**config.mk**
```make
export PLATFORM = sky130hd
export DESIGN_NAME = alu_seq
export DESIGN_NICKNAME = d
export VERILOG_FILES = /design/src/rtl/alu_seq_pkg.sv /design/src/rtl/alu_seq_regfile.sv /design/src/rtl/alu_seq.sv
export SDC_FILE = /design/constraint.sdc
export NUM_CORES = 1
export LEC_CHECK = 0
export CORE_MARGIN = 8
export CORE_UTILIZATION = 35
export CTS_BUF_LIST = sky130_fd_sc_hd__clkbuf_2
export CTS_CLUSTER_DIAMETER = 120
export DETAILED_ROUTE_END_ITERATION = 10
export GPL_ROUTABILITY_DRIVEN = 0
export PLACE_DENSITY = 0.6
export SYNTH_ARGS = -nofsm -noshare
export SYNTH_HDL_FRONTEND = slang
export SYNTH_SLANG_ARGS = --single-unit
```
**constraint.sdc**
```tcl
create_clock -name clk -period 3.44 [get_ports clk]
set_input_delay 0.688 -clock clk [delete_from_list [all_inputs] [get_ports clk]]
set_output_delay 0.688 -clock clk [all_outputs]
set_load 0.02 [all_outputs]
```
**src/rtl/alu_seq_pkg.sv**
```systemverilog
// Shared opcode encodings and FSM state type for the sequential ALU.
package alu_seq_pkg;

    localparam int unsigned OP_W = 3;

    localparam logic [OP_W-1:0] OP_ADD   = 3'd0;
    localparam logic [OP_W-1:0] OP_CPL   = 3'd1;
    localparam logic [OP_W-1:0] OP_SHL   = 3'd2;
    localparam logic [OP_W-1:0] OP_SHR   = 3'd3;
    localparam logic [OP_W-1:0] OP_CMPEQ = 3'd4;
    localparam logic [OP_W-1:0] OP_CMPGT = 3'd5;
    localparam logic [OP_W-1:0] OP_LOAD  = 3'd6;
    localparam logic [OP_W-1:0] OP_SAVE  = 3'd7;

    typedef enum logic [1:0] {
        S_IDLE = 2'd0,
        S_EXEC = 2'd1,
        S_DONE = 2'd2
    } state_e;

endpackage

```
**src/rtl/alu_seq_regfile.sv**
```systemverilog
// NREGS x DATA_W register file: combinational read, synchronous write, async clear.
module alu_seq_regfile
    import alu_seq_pkg::*;
#(
    parameter int unsigned DATA_W = 8,
    parameter int unsigned NREGS  = 8,
    parameter int unsigned AW     = $clog2(NREGS)
) (
    input  logic              clk,
    input  logic              rst_n,
    input  logic              we,
    input  logic [AW-1:0]     waddr,
    input  logic [DATA_W-1:0] wdata,
    input  logic [AW-1:0]     raddr,
    output logic [DATA_W-1:0] rdata
);

    logic [DATA_W-1:0] mem [NREGS];

    always_ff @(posedge clk or negedge rst_n) begin
        if (!rst_n) begin
            mem <= '{default: '0};
        end else if (we) begin
            mem[waddr] <= wdata;
        end
    end

    assign rdata = mem[raddr];

endmodule

```
**src/rtl/alu_seq.sv**
```systemverilog
// Multi-cycle ALU: captures one operation per start, executes in EXEC,
// reports completion in DONE, and keeps an accumulator plus register file.
module alu_seq
    import alu_seq_pkg::*;
#(
    parameter int unsigned DATA_W = 8,
    parameter int unsigned NREGS  = 8,
    parameter int unsigned REG_AW = $clog2(NREGS)
) (
    input  logic                clk,
    input  logic                rst_n,
    input  logic                start,
    input  logic [2:0]          opcode,
    input  logic [2*DATA_W-1:0] datos,
    input  logic [REG_AW-1:0]   registro,
    input  logic                posicion,
    output logic                busy,
    output logic                done,
    output logic [DATA_W-1:0]   result,
    output logic                carry,
    output logic                zero
);

    localparam int unsigned SH_W = $clog2(DATA_W);

    state_e              state_q;
    state_e              state_nx;
    logic [OP_W-1:0]     op_q;
    logic [DATA_W-1:0]   a_q;
    logic [DATA_W-1:0]   b_q;
    logic [REG_AW-1:0]   reg_q;
    logic                pos_q;

    logic [DATA_W-1:0]   rd_data;
    logic [DATA_W-1:0]   a_op;
    logic [SH_W-1:0]     shamt;
    logic [DATA_W:0]     sum;
    logic [DATA_W:0]     shl;
    logic [DATA_W:0]     shr;
    logic [DATA_W-1:0]   alu_res;
    logic                alu_carry;
    logic                wr_en;

    // State register
    always_ff @(posedge clk or negedge rst_n) begin
        if (!rst_n) state_q <= S_IDLE;
        else        state_q <= state_nx;
    end

    // Next-state logic
    always_comb begin
        state_nx = state_q;
        case (state_q)
            S_IDLE:  if (start) state_nx = S_EXEC;
            S_EXEC:  state_nx = S_DONE;
            S_DONE:  state_nx = S_IDLE;
            default: state_nx = S_IDLE;
        endcase
    end

    // Status outputs registered from the upcoming state
    always_ff @(posedge clk or negedge rst_n) begin
        if (!rst_n) begin
            busy <= 1'b0;
            done <= 1'b0;
        end else begin
            busy <= (state_nx != S_IDLE);
            done <= (state_nx == S_DONE);
        end
    end

    // Operand capture on accepted start; later input changes are ignored
    always_ff @(posedge clk or negedge rst_n) begin
        if (!rst_n) begin
            op_q  <= '0;
            a_q   <= '0;
            b_q   <= '0;
            reg_q <= '0;
            pos_q <= 1'b0;
        end else if (state_q == S_IDLE && start) begin
            op_q  <= opcode;
            a_q   <= datos[DATA_W-1:0];
            b_q   <= datos[2*DATA_W-1:DATA_W];
            reg_q <= registro;
            pos_q <= posicion;
        end
    end

    assign wr_en = (state_q == S_EXEC) && (op_q == OP_SAVE);

    alu_seq_regfile #(
        .DATA_W (DATA_W),
        .NREGS  (NREGS),
        .AW     (REG_AW)
    ) u_regfile (
        .clk   (clk),
        .rst_n (rst_n),
        .we    (wr_en),
        .waddr (reg_q),
        .wdata (result),
        .raddr (reg_q),
        .rdata (rd_data)
    );

    assign a_op  = pos_q ? rd_data : a_q;
    assign shamt = SH_W'(b_q % DATA_W);
    assign sum   = {1'b0, a_op} + {1'b0, b_q};
    // Extra bit on the far side of each shift catches the last bit shifted out
    assign shl   = {1'b0, a_op} << shamt;
    assign shr   = {a_op, 1'b0} >> shamt;

    always_comb begin
        alu_res   = result;
        alu_carry = 1'b0;
        case (op_q)
            OP_ADD:   {alu_carry, alu_res} = sum;
            OP_CPL: begin
                alu_res   = ~a_op + DATA_W'(1);
                alu_carry = (a_op == '0);
            end
            OP_SHL:   {alu_carry, alu_res} = shl;
            OP_SHR:   {alu_res, alu_carry} = shr;
            OP_CMPEQ: alu_res = DATA_W'(a_op == b_q);
            OP_CMPGT: alu_res = DATA_W'(a_op > b_q);
            OP_LOAD:  alu_res = rd_data;
            default:  alu_res = result;
        endcase
    end

    // Accumulator and flags update only at the end of EXEC
    always_ff @(posedge clk or negedge rst_n) begin
        if (!rst_n) begin
            result <= '0;
            carry  <= 1'b0;
            zero   <= 1'b0;
        end else if (state_q == S_EXEC) begin
            result <= alu_res;
            carry  <= alu_carry;
            zero   <= (alu_res == '0);
        end
    end

endmodule

```
==> results of run 1 <==
-- kinds of logic after synthesis --
kind of cell	count (synthesis)	synth area share, %
xor+xnor	11	1.588
simple gates	152	11.90
flops	100	41.25
compound gates	109	12.75
mux	120	23.60
fa+ha+maj	20	4.249
buf+inv	61	4.662
-- critical path: stages (launching register included) --
cell and delay (ps):
dfrtp_2 520, buf_12 140, mux4_2 490, or2_4 280, a31oi_4 200, inv_2 80, ha_4 170, inv_2 60
fa_2 210, buf_6 100, xor2_2 130, nor2_1 70, a311o_1 320, a31oi_1 210, nand4b_1 200, nor3_1 170
a31oi_1 110, o31ai_1 230
-- flip-flops by register name, summed over array words and instances, names as in the netlist --
name / flops
u_regfile.mem: 64
state_q: 1
op_q: 3
result: 8
zero: 1
carry: 1
done: 1
pos_q: 1
b_q: 8
reg_q: 3
a_q: 8
busy: 1
-- Yosys cell counts (3+ instances only) --
master | number | area, sq um
buf_1 | 7 | 26.28
xnor2_1 | 6 | 52.55
o22a_1 | 7 | 61.31
a21oi_1 | 21 | 105.1
mux2_2 | 75 | 844.6
clkbuf_1 | 19 | 71.32
mux2_1 | 8 | 90.09
o221ai_1 | 4 | 35.03
ha_1 | 19 | 237.7
dfrtp_1 | 100 | 2502
nand2b_1 | 6 | 37.54
o21bai_1 | 3 | 22.52
o22ai_1 | 4 | 25.02
o211ai_1 | 5 | 37.54
buf_2 | 4 | 20.02
nand3_1 | 14 | 70.07
mux2i_1 | 26 | 260.3
a211oi_1 | 7 | 52.55
xor2_1 | 5 | 43.79
inv_1 | 24 | 90.09
nor4_1 | 4 | 25.02
a31oi_1 | 5 | 31.28
and2_1 | 4 | 25.02
nand4_1 | 4 | 25.02
nor2_1 | 45 | 168.9
nor3_1 | 13 | 65.06
mux4_2 | 7 | 157.7
nand2_1 | 45 | 168.9
o21ai_0 | 23 | 115.1
-- path summary, 6_finish.rpt --
path | start | end | slack [ps]
worst max-delay path | reg_q[0]$_DFFE_PN0P_ | zero$_DFFE_PN0N_ | -340
worst min-delay path | rst_n | b_q[6]$_DFFE_PN0P_ | 50
worst max register to register | reg_q[0]$_DFFE_PN0P_ | zero$_DFFE_PN0N_ | -340
worst min register to register | carry$_DFFE_PN0N_ | carry$_DFFE_PN0N_ | 540
max in group asynchronous | rst_n | u_regfile.mem[24]$_DFFE_PN0P_ | 2660
min in group clk | carry$_DFFE_PN0N_ | carry$_DFFE_PN0N_ | 540
-- cells in the final DEF, fill, tap and decap left out, types with 6 or more instances in the layout --
| master | count |
|---|---|
| a21oi_1 | 15 |
| buf_4 | 82 |
| clkbuf_2 | 9 |
| clkdlybuf4s50_1 | 36 |
| dfrtp_1 | 99 |
| ha_1 | 13 |
| inv_1 | 20 |
| inv_2 | 6 |
| mux2_2 | 75 |
| mux2i_1 | 24 |
| mux4_2 | 7 |
| nand2_1 | 45 |
| nand2b_1 | 6 |
| nand3_1 | 13 |
| nor2_1 | 45 |
| nor3_1 | 13 |
| o21ai_0 | 18 |
| o21ai_1 | 7 |
| o22a_1 | 7 |
| xnor2_1 | 6 |
-- cell type report --
cell class,instances,area [sq um],share of cell area (%)
clock buffers,9,45.04,0.5934
clock inverters,7,70.07,0.9230
inverters,27,103.9,1.368
multi-input cells,412,3486,45.92
flip-flops and latches,100,2504,32.98
well taps,225,281.5,3.709
repair buffers,126,1101,14.50
-- metrics by stage --
step	TNS [ps]	hold WS, ps	area [sq um]	setup slack, ps
3_3_place_gp	-754.9	469.9	7152	-371.0
2_1_floorplan	-25.45	392.4	6093	-25.45
4_1_cts	-795.6	11.49	7456	-296.4
3_5_place_dp	-1142	480.0	7152	-371.8
6_report	-1112	54.51	7591	-335.7
5_1_grt	-2626	39.56	7591	-556.0
-- layer usage --
| metal | track usage (%) | share of wire [%] | vias up |
|---|---|---|---|
| li1 | - | - | 2290 |
| met1 | 20.84 | 44 | 2493 |
| met2 | 25.85 | 46 | 203 |
| met3 | 3.149 | 6.8 | 48 |
| met4 | 7.037 | 2.9 | 0 |
| met5 | 0 | 0 | - |
-- report_power, final --
part / switching, mW / total (mW) / internal [mW]
logic: 1.47 / 2.99 / 1.51
clock network: 0.453 / 0.571 / 0.118
registers: 0.373 / 1.86 / 1.48
-- repair_timing --
action / CTS / global route
resized for setup: 24 / 25
setup endpoints to repair: 9 / 9
gates cloned: 0 / 1
pin swaps: 13 / 29
buffers inserted: 9 / 6
==> metrics.yaml, run 1 <==
run_status:
  status: "complete, but fails checks"
  violations: "setup timing"
sta:
  skew_ps: 38.84
  hold_viol: 0
  setup_ws_ps: -335.7
  drv_slew: 0
  relSlewSlack_pct: 48.12
  fin_crit_sh_pct: 109.8
  tightest_slew_ps: 773.0
  finalSetupViolations: 7
  fmax_mhz: 264.9
  rsz0062_at_grt: "true"
  min_period_ps: 3776
final_layout:
  final_cell_count_no_fill: 906
  n_fill_cell: 1603
  final_nets: 722
  drive_gt1_share_pct: 35.10
  area_delta_synth_final_pct: 25.14
  utilization_pct: 44.35
  n_antenna_cell: 0
synth:
  synth-seq-cells: 100
  synthDistinctLibCells: 71
  netlist_instances: 573
  synth_edf_count: 0
  ys_seq_area_share_pct: 41.25
  syn_avg_cell_area_sq_um: 10.59
  yosysWarningCount: 0
  syn_area_sq_mm: 0.006066
  syn_nets: 619
  ys.flop_type: "dfrtp_1"
  ys_async_sr_fraction_pct: 100.0
drt:
  routed_wl_um: 17590
  drc: 0
  via_per_inst: 5.556
  ant_nets: 0
  wl_per_cell_um: 19.42
  vias: 5034
  first_pass_iters: 6
  drt_iter0_drc: 538
floorplanning:
  initial_core_util_pct: 35.44
  dieArea_sq_mm: 0.02180
  rows: 48
  coreArea_sq_mm: 0.01712
  die_w_um: 147.6
  io_pins: 38
  die_h_um: 147.6
setup_path:
  start_kind: "flop"
  cp-end-kind: "flop"
  cp.required_ps: 3980
  rr_worst_depth: 17
  crit_type: "reg -> reg"
  arrival_ps: 4320
  path_max_fanout: 5
clock_network:
  clk_root_buffer_cell: "clkbuf_2"
  cts-hold-fix-buffers: 0
  path_clk_slew_ps: 320
  cts_tree: "yes"
  clk_latency_ps: 630
  cts_buffer_depth: 2
  numCtsBuffers: 9
  h-tree-depth: 3
  cts.sinks: 100
pwr:
  powerDensity_mw_per_mm2: 713.6
  ir_worst_vdd_v: 0.0002360
  total_power_mw: 5.417
  power.leakage_nw: 3.440
grt:
  grt_max_degree: 55
  antenna_found_initial: 0
  grt_pass1_vias: 5093
  grt_pass1_wl_um: 27790
  grt.overflow.total: 0
  grtUsageTotal_pct: 16.15
placement:
  hpwlAfterDp_um: 12650
  dp_cells: 877
  port_buffers: 37
flow_run:
  drv_cap: 0
worst_hold_path:
  hold_class: "in -> async"
(Power assumes the default switching activity.)
==> run 2: changes to the inputs <==
CORE_UTILIZATION = 30   (was 35)
MAX_ROUTING_LAYER = met4   (was unset)
PLACE_DENSITY = 0.54   (was 0.6)
==> run 2 against run 1 <==
- the flow still finishes with violations (setup timing)
- clock power is 21% higher
- die area grew 15%
- flip-flop and latch count stayed put
- combinational power hardly changed
- sequential power hardly changed
- design area up 0.77%
- global-route usage fell by 0.98 points
- worst setup slack worse by 88 ps
- via count fell by 1.1%
- critical path type unchanged
- largest cell class unchanged
- largest power group unchanged
- highest routed layer unchanged
==> metrics.yaml, run 2 (synthesis gave the netlist of run 1 again) <==
sta:
  fin_crit_sh_pct: 112.3  # +2.5 points
  drv_slew: 0  # unchanged
  skew_ps: 21.20  # -17.64 ps
  hold_viol: 0  # unchanged
  fmax_mhz: 258.9  # -2.3%
  rsz0062_at_grt: "true"
  finalSetupViolations: 7  # unchanged
  setup_ws_ps: -423.2  # -87.53 ps
  final.setup.tns_ps: -1416  # -304.8 ps
  tightest_slew_ps: 1060  # +286.7 ps
  relSlewSlack_pct: 29.35  # -19 points
  min_period_ps: 3863  # +87.53 ps
clock_network:
  cts.sinks: 100  # unchanged
  cts-hold-fix-buffers: 0  # unchanged
  numCtsBuffers: 9  # unchanged
  cts_tree: "yes"
  path_clk_slew_ps: 290  # -30 ps
  clk_root_buffer_cell: "clkbuf_2"
  clk_latency_ps: 610  # -20 ps
  h-tree-depth: 3  # unchanged
  cts_buffer_depth: 2  # unchanged
grt:
  grt.overflow.total: 0  # unchanged
  grtUsageTotal_pct: 15.17  # -0.98 points
  met1_usage_pct: 17.58  # -3.3 points
  met3_usage_pct: 3.221  # +0.073 points
  grt_max_degree: 84  # +53%
  top_usage_layer: "met2"
  grt_use_met2_pct: 25.90  # +0.055 points
  grt_pass1_wl_um: 28410  # +2.2%
  antenna_found_initial: 0  # unchanged
  grt_pass1_vias: 5110  # +0.33%
final_layout:
  layout_commonest_cell: "dfrtp_1"
  n_fill_cell: 2030  # +27%
  drive_gt1_share_pct: 34.87  # -0.23 points
  area_delta_synth_final_pct: 26.11
  design_area_sq_mm: 0.007650  # +0.77%
  regArea_sq_mm: 0.002504  # unchanged
  final_nets: 715  # -0.97%
  n_antenna_cell: 0  # unchanged
  largest_register: "u_regfile.mem"
  multi_input_area_sq_mm: 0.003497  # +0.32%
  largest_reg_flops: 64  # unchanged
  final_cell_mix: "dfrtp_1, buf_4, mux2_2, nor2_1, nand2_1"
setup_path:
  crit_start: "reg_q[0]$_DFFE_PN0P_"
  rr_worst_depth: 16  # -1
  r2r_start: "reg_q[0]$_DFFE_PN0P_"
  r2r_setup_slack_ps: -420  # -90 ps
  cp-end-kind: "flop"
  crit_type: "reg -> reg"
  crit_end: "zero$_DFFE_PN0N_"
  start_kind: "flop"
  cp.required_ps: 3990  # about the same
  arrival_ps: 4410  # +90 ps
  r2r_end: "zero$_DFFE_PN0N_"
  path_max_fanout: 7  # +2
floorplanning:
  initial_core_util_pct: 30.27  # -5.2 points
  io_pins: 38  # unchanged
  dieArea_sq_mm: 0.02503  # +15%
  die_w_um: 158.2  # +7.1%
  coreArea_sq_mm: 0.02004  # +17%
  rows: 52  # +8.3%
  die_h_um: 158.2  # +7.1%
drt:
  drt_iter0_drc: 389  # -28%
  first_pass_iters: 5  # -1
  wl_per_cell_um: 19.20  # -1.1%
  routed_wl_um: 18130  # +3.0%
  via_per_inst: 5.275  # -5.1%
  vias: 4980  # -1.1%
  drc: 0  # unchanged
  ant_nets: 0  # unchanged
run_status:
  status: "complete, but fails checks"
  violations: "setup timing"
placement:
  port_buffers: 37  # unchanged
  hpwlAfterDp_um: 13280  # +5.0%
  dpl_cell_area_sq_mm: 0.007203  # +0.72%
pwr:
  ir_worst_vdd_v: 0.0002175  # -7.8%
  power.leakage_nw: 3.437  # about the same
  powerDensity_mw_per_mm2: 725.6  # +1.7%
flow_run:
  drv_cap: 0  # unchanged
worst_hold_path:
  hold_class: "in -> async"
[run 2: what timing repair did]
action,in CTS,in global routing
pin swaps,2,26
setup buffers,0,10
gates resized for setup,15,32
cloned,0,1
endpoints found under the setup margin,7,9
[run 2: layout make-up]
type                            count  share of cell area (%)
Multi-Input combinational cell    412                   45.71
Clock buffer                        9                  0.5888
Inverter                           27                   1.358
Clock inverter                      7                   1.358
Tap cell                          270                   4.416
Sequential cell                   100                   32.73
Timing Repair Buffer              119                   13.84
[run 2: per-stage QoR]
step                      util [%]  hold WS, ps  worst slack (ps)  instances  total power [mW]
after detailed placement     35.95        474.9            -377.8        918             4.569
final                        38.17        187.7            -423.2        944             5.551
after global routing         38.17        187.6            -556.2        944             5.900
after CTS                    36.95        191.6            -315.5        934             5.332
after global placement       35.95        471.7            -295.5        918             4.517
after floorplan                  -        392.4            -25.45        573             3.428
[run 2: critical path: stages (launching register included)]
cell	delay (ps)
dfrtp_2	520
buf_12	160
mux2_1	310
mux4_2	520
o21bai_4	150
inv_2	80
ha_4	290
nand3b_1	140
a21oi_2	180
o21bai_2	100
buf_4	140
a221oi_2	290
xor2_1	230
nor2_1	80
a211oi_2	250
a31oi_1	110
o31ai_1	240
[run 2: report_power, final]
group	total [mW]	leakage (nW)	switching (mW)	internal, mW
clock	0.691	0.0880	0.438	0.253
combinational	2.99	2.04	1.48	1.51
sequential	1.87	1.31	0.388	1.48
[run 2: metal layers]
layer	vias to the layer above	share of wire, %
li1	2257	-
met1	2513	41
met2	172	51
met3	38	5.1
met4	0	2.9
met5	-	0
[run 2: worst min path at each step]
stage	end	cells past startpoint	slack, ps	startpoint
finish	b_q[7]$_DFFE_PN0P_	1	190	rst_n
global route	b_q[7]$_DFFE_PN0P_	1	190	rst_n
detailed placement	carry$_DFFE_PN0N_	2	470	carry$_DFFE_PN0N_
global placement	carry$_DFFE_PN0N_	2	470	carry$_DFFE_PN0N_
CTS	b_q[7]$_DFFE_PN0P_	1	190	rst_n
floorplan	a_q[0]$_DFFE_PN0P_	0	390	rst_n
